--- config.mk ---
export PLATFORM = sky130hd
export DESIGN_NAME = pe_mac_stream
export DESIGN_NICKNAME = d
export VERILOG_FILES = /design/src/rtl/pe_mac_stream.sv
export SDC_FILE = /design/constraint.sdc
export NUM_CORES = 1
export LEC_CHECK = 0
export ABC_AREA = 1
export BUFFER_PORTS_ARGS = -buffer_cell sky130_fd_sc_hd__buf_2
export CORE_MARGIN = 10
export CORE_UTILIZATION = 55
export DETAILED_ROUTE_END_ITERATION = 7
export GPL_TIMING_DRIVEN = 0
export PLACE_DENSITY = 0.88
export SLEW_MARGIN = 20
export SYNTH_ARGS = -nofsm -noshare
export SYNTH_HDL_FRONTEND = slang
export SYNTH_SLANG_ARGS = --single-unit
--- constraint.sdc ---
create_clock -name i_clk -period 5.4 [get_ports i_clk]
set_input_delay 1.08 -clock i_clk [delete_from_list [all_inputs] [get_ports i_clk]]
set_output_delay 1.08 -clock i_clk [all_outputs]
set_load 0.05 [all_outputs]
--- src/rtl/pe_mac_stream.sv ---
// Systolic MAC processing element: forwards operands east/south and accumulates framed dot products.
// Optional macro PE_SATURATE_EN clamps the accumulator on overflow instead of wrapping.
module pe_mac_stream #(
  parameter int DATA_W = 8,
  parameter int ACC_W  = 32,
  parameter int SIGNED = 0
) (
  input  logic              i_clk,
  input  logic              i_arst,
  input  logic [DATA_W-1:0] i_a,
  input  logic [DATA_W-1:0] i_b,
  input  logic              i_valid,
  input  logic              i_last,
  input  logic              i_clear,
  output logic [DATA_W-1:0] o_a,
  output logic [DATA_W-1:0] o_b,
  output logic              o_valid,
  output logic              o_last,
  output logic [ACC_W-1:0]  o_c,
  output logic              o_c_valid,
  output logic              o_c_ovf
);

  typedef enum logic {IDLE = 1'b0, ACC = 1'b1} state_t;

  state_t                     state, state_nxt;
  logic [ACC_W-1:0]           acc, acc_nxt, prod, sum, add_res;
  logic                       ovf, ovf_nxt, add_ovf, done;
  logic signed [2*DATA_W-1:0] prod_s;
  logic [2*DATA_W-1:0]        prod_u;
  logic [ACC_W:0]             sum_ext;

  generate
    if (ACC_W < 2*DATA_W) begin : g_width_check
      $error("pe_mac_stream: ACC_W must be at least 2*DATA_W");
    end
  endgenerate

  assign prod_s  = $signed({{DATA_W{i_a[DATA_W-1]}}, i_a}) * $signed({{DATA_W{i_b[DATA_W-1]}}, i_b});
  assign prod_u  = {{DATA_W{1'b0}}, i_a} * {{DATA_W{1'b0}}, i_b};
  assign sum_ext = {1'b0, acc} + {1'b0, prod};
  assign sum     = sum_ext[ACC_W-1:0];

  always_comb begin
    if (SIGNED != 0) begin
      prod    = ACC_W'(prod_s);
      // Signed overflow: addends agree in sign but the result does not.
      add_ovf = (acc[ACC_W-1] == prod[ACC_W-1]) && (sum[ACC_W-1] != acc[ACC_W-1]);
    end else begin
      prod    = ACC_W'(prod_u);
      add_ovf = sum_ext[ACC_W];
    end
  end

`ifdef PE_SATURATE_EN
  logic [ACC_W-1:0] sat_val;

  always_comb begin
    if (SIGNED != 0)
      sat_val = acc[ACC_W-1] ? {1'b1, {(ACC_W-1){1'b0}}} : {1'b0, {(ACC_W-1){1'b1}}};
    else
      sat_val = '1;
    add_res = add_ovf ? sat_val : sum;
  end
`else
  assign add_res = sum;
`endif

  // NOTE: sequential state uses non-blocking assignments so every register samples pre-edge values.
  always_ff @(posedge i_clk) begin
    if (i_arst) state <= IDLE;
    else        state <= state_nxt;
  end

  // NOTE: every always_comb output gets a default first so no path infers a latch.
  always_comb begin
    state_nxt = state;
    if (i_valid)      state_nxt = i_last ? IDLE : ACC;
    else if (i_clear) state_nxt = IDLE;
  end

  // A clear makes this beat behave as if the FSM were idle.
  always_comb begin
    acc_nxt = acc;
    ovf_nxt = ovf;
    done    = 1'b0;
    if (i_valid) begin
      if (state == IDLE || i_clear) begin
        acc_nxt = prod;
        ovf_nxt = 1'b0;
      end else begin
        acc_nxt = add_res;
        ovf_nxt = ovf | add_ovf;
      end
      done = i_last;
    end else if (i_clear) begin
      acc_nxt = '0;
      ovf_nxt = 1'b0;
    end
  end

  always_ff @(posedge i_clk) begin
    if (i_arst) begin
      acc       <= '0;
      ovf       <= 1'b0;
      o_a       <= '0;
      o_b       <= '0;
      o_valid   <= 1'b0;
      o_last    <= 1'b0;
      o_c       <= '0;
      o_c_valid <= 1'b0;
      o_c_ovf   <= 1'b0;
    end else begin
      acc       <= acc_nxt;
      ovf       <= ovf_nxt;
      o_valid   <= i_valid;
      o_last    <= i_valid & i_last;
      o_c_valid <= done;
      if (i_valid) begin
        o_a <= i_a;
        o_b <= i_b;
      end
      if (done) begin
        o_c     <= acc_nxt;
        o_c_ovf <= ovf_nxt;
      end
    end
  end

endmodule

-- After elaboration in Yosys (flattened, before gate mapping)
Cells that the tools add are included.
- flip-flop bits (word level): 86
- input port bits: 21
- $add $sub $neg: 1
- $mul: 1
- muxes and demuxes: 10
- bitwise gates (word level): 3
- reductions and logical operators: 2
- operators by type and width (operator ; count):
    32-bit 2-to-1 mux ; 3
    32-bit by 16-bit adder with 33-bit output ; 1
    8-bit by 8-bit multiplier with 16-bit output ; 1
    1-bit 2-to-1 mux ; 7
    2-bit nonzero test ; 1
    1-bit bitwise AND ; 1
    1-bit logical OR ; 1
    1-bit inverter ; 1
    1-bit OR ; 1

-- Longest topological paths before layout
- word-level depth: 5
- gate-level depth with buffers: 35
- gate-level depth less buffers: 34

-- Worst setup path before layout
Ideal clock, no wire load.
- path kind: input to register
- start: input i_a[0]
- end: register o_c[21]
- arrival time: 5.788 ns
- required time: 5.278 ns
- setup slack: -0.510 ns
- stages on the path: 29
- path buffers: 1
- cell sequence: clkbuf_1 > nand2_1 > fa_1 > fa_1 > inv_1 > fa_1 > inv_1 > fa_1 > inv_1 > ha_1 > nand2_1 > inv_1 > nand2_1 > nand2_1 > nand2_1 > nand4_1 > and2_1 > ha_1 > nand2_1 > inv_1 > nand2_1 > nand2_1 > inv_1 > nand2_1 > nand2_1 > nand3_2 > or2_2 > nand2_2 > a21oi_2
- cells in the longest elaborated chain, start to end: 4
- RTL lines (what ; RTL line ; text):
    from (decl) ; 10 ; input logic [DATA_W-1:0] i_a,
    8-bit by 8-bit multiplier with 16-bit output ; 40 ; assign prod_u = {{DATA_W{1'b0}}, i_a} * {{DATA_W{1'b0}}, i_b};
    32-bit by 16-bit adder with 33-bit output ; 41 ; assign sum_ext = {1'b0, acc} + {1'b0, prod};
    32-bit 2-to-1 mux ; 88 ; if (state == IDLE || i_clear) begin
    32-bit 2-to-1 mux ; 87 ; if (i_valid) begin
    to (signal assigned) ; 124 ; o_c <= acc_nxt;
    to (decl) ; 19 ; output logic [ACC_W-1:0] o_c,
No other way between the ends.
A chain may end at the register's enable or synchronous reset.

-- Worst setup path in the final report
- start: input i_b[5]
- end: register o_c[19]
- cells in the longest elaborated chain, start to end: 4
- RTL lines (what ; RTL line ; text):
    from (decl) ; 11 ; input logic [DATA_W-1:0] i_b,
    8-bit by 8-bit multiplier with 16-bit output ; 40 ;
    32-bit by 16-bit adder with 33-bit output ; 41 ;
    32-bit 2-to-1 mux ; 88 ;
    32-bit 2-to-1 mux ; 87 ;
No other way between the ends.

==> impl_metrics.ini <==
[cells_and_area]
final_nets = 1376
most_common_library_cell_in_the_layout_ignoring_fill_and_taps = sky130_fd_sc_hd__nand2_1
final_core_util = 0.748
n_antenna_cell = 0
layout_common_cells = sky130_fd_sc_hd__nand2_1, sky130_fd_sc_hd__inv_1, sky130_fd_sc_hd__nand2_2, sky130_fd_sc_hd__dfxtp_1, sky130_fd_sc_hd__nor2_1
area_growth_syn_to_layout_pct = 32.8
drive_gt1_frac = 0.319
finalInstanceArea_mm2 = 0.00991

[global_routing]
initial_antenna_violation_count = 0
first_global_vias = 7737
grt_max_degree = 17
first_pass_grt_wire_length_um = 37200
grt-ovfl-total = 0
global_route.usage.total = 0.247

[timing]
min_period_over_period = 1.04
timing.final.crit_period_ps = 5590
worst_slew_margin_rel = 0.467
hold_viol_final = 0
worstMarginPinSlew_ps = 799
report.final.slew_viol_count = 0
rsz0062_at_grt = true
finalSetupTns_ps = -4350
fin_worst_skew_ps = 9.71
report.final.setup_viol = 43
postLayoutSetupSlackWorst_ps = -194
timing.fmax_mhz = 179

[power]
p_sw_frac = 0.497
static-leakage-power_nw = 5.27
internal_power_mw = 2.67
clkPwrFrac = 0.140
power_mw = 5.31
p_sw_mw = 2.64
p_comb_frac = 0.721
power_per_cell_area_mw_per_mm2 = 536
power_frac_seq = 0.140
ir_drop_mv = 0.377

[logic_synthesis]
synth_sequential_area_ratio = 0.228
ys_seq_elements = 85
post_synth.cell_area_avg_um2 = 6.38
syn_std_cell_area_mm2 = 0.00746
syn_nets = 1281
synth_cells = 1169
synth.yosys.warnings = 0
post_synth_num_cell_types = 41

[clocking]
path_clk_slew_ps = 70
tritoncts.num_buffers = 9
cts_htree_levels = 3
clockRootBuffer = sky130_fd_sc_hd__clkbuf_16
clock_sink_count = 85
clock_tree.buffer_depth = 2
tritoncts = yes
worst_skew_pair.late_latency_ps = 350

[route]
drt_iter0_markers = 723
route.vias.total = 8104
drt-wirelength-per-cell_um = 17.1
post-route-drc-count = 0
finalWirelength_um = 24700
via_per_instance_ratio = 5.61
detailedRoute.firstPassIterationCount = 8
antenna_violating_nets_post_route = 0

[worst_setup_path]
setup.worst_path.start_class = input pin
crit_family = adder cells
cpPeakStageDelay_ps = 540
crit_type = input pin to flop
timing.critical_path.arrival_ps = 5820
worstPathBufferInverterCount = 9
cp-end-kind = flop
timing.critical_path.required_ps = 5630
cp_slowest_cell = sky130_fd_sc_hd__fa_1
path_max_fanout = 6

[die]
core_area_mm2 = 0.0132
fp.dieW_um = 136
fp.dieArea_mm2 = 0.0186
floorplan.rows = 42
die_h_um = 136
ios = 73
initial_core_util = 0.563

[placed_design]
dpl.hpwl_um = 17400
io_buffers = 55
place_worst_setup_slack_ps = -606
gpl.final_weighted_congestion = 0.982
dpl_cell_area_mm2 = 0.00846

[outcome]
violations = setup timing
status = complete, but fails checks

[job]
timing.max_cap.violations = 0

[hold_path]
holdCritPathClass = flop to flop
## cell usage after synthesis (all sizes together)
master        count  share of area
nand3            82          0.064
buf               9         0.0082
o211ai            5         0.0050
and2              3         0.0025
a21oi            36          0.026
or2              11         0.0092
a31oi             1        0.00084
xor2              8         0.0094
xnor2             4         0.0047
dfxtp            85           0.23
nor4              3         0.0025
a2bb2oi           1         0.0012
nor3             10         0.0074
a21boi            1         0.0015
o21ai            31          0.021
inv             217           0.11
ha               54          0.091
clkbuf           31          0.017
o31ai             3         0.0030
fa               37          0.099
o21a              2         0.0020
dlymetal6s2s      1         0.0017
nor2            104          0.058
nand2           412           0.21
nand4            13          0.011
nand3b            3         0.0030
a221oi            2         0.0023
## final timing paths
| kind | start | endpoint | slack, ps | depth (start not counted) |
|---|---|---|---|---|
| worst max register to register | acc[0] | o_c[22] | 3040 | 13 |
| worst min-delay path | o_c[4] | o_c[4] | 450 | 2 |
| worst max-delay path | i_b[5] | o_c[19] | -190 | 29 |
| worst min register to register | o_c[4] | o_c[4] | 450 | 2 |
## through the flow
step / hold slack [ps] / cells
2_1_floorplan: 442 / 1169
3_3_place_gp: 432 / 1400
3_5_place_dp: 436 / 1400
4_1_cts: 451 / 1428
5_1_grt: 461 / 1445
6_report: 452 / 1445
## area by class of cell
type                    instances  area, um^2
well taps                     176         220
inverters                     217         817
fillers                       908        3340
plain buffers                  41         415
repair buffers                 84         508
flip-flops and latches         85        1700
multi-input cells             826        5890
clock buffers                   9         225
clock inverters                 7         126
## metal layers
metal	vias up	share of wire	GRT usage
li1	3754	-	-
met2	449	0.48	0.424
met5	-	0	0
met4	0	0.028	0.0740
met1	3829	0.40	0.308
met3	72	0.092	0.0454
## logic make-up (layout without fill, tap and decap cells)
| kind of cell | Yosys count | in the layout | share of synthesized area |
|---|---|---|---|
| XOR/XNOR | 12 | 12 | 0.0141 |
| AND/OR/NAND/NOR | 641 | 641 | 0.369 |
| buffers and inverters | 258 | 358 | 0.136 |
| flip-flops | 85 | 85 | 0.228 |
| AO/OA/AOI/OAI | 82 | 82 | 0.0629 |
| adder cells (fa/ha/maj) | 91 | 91 | 0.190 |
## state kept, by name, indices dropped and copies added, names as in the netlist
name     flops
state        1
o_last       1
o_b          8
ovf          1
o_c_ovf      1
o_c         32
o_valid      1
acc         32
o_a          8
## tightest hold or removal path, cell delays in order, from the launching register on
cell and delay, ps:
sky130_fd_sc_hd__dfxtp_1 310, sky130_fd_sc_hd__nand2_1 60, sky130_fd_sc_hd__nand2_1 40
## power groups by stage
stage / sequential [mW] / combinational [mW] / clock, mW
final: 0.742 / 3.82 / 0.740
after floorplan: 0.823 / 1.96 / 0
after global placement: 0.742 / 2.50 / 0
after detailed placement: 0.743 / 2.55 / 0
after global routing: 0.745 / 4.07 / 0.759
after CTS: 0.735 / 3.04 / 0.735
## timing repair
| item | in CTS | in global routing |
|---|---|---|
| hold buffers | 0 | 0 |
| setup buffers | 12 | 17 |
| pin swaps | 34 | 64 |
| resized for setup | 76 | 159 |
| setup endpoints to repair | 45 | 52 |
Power figures use the tool's default switching activity.
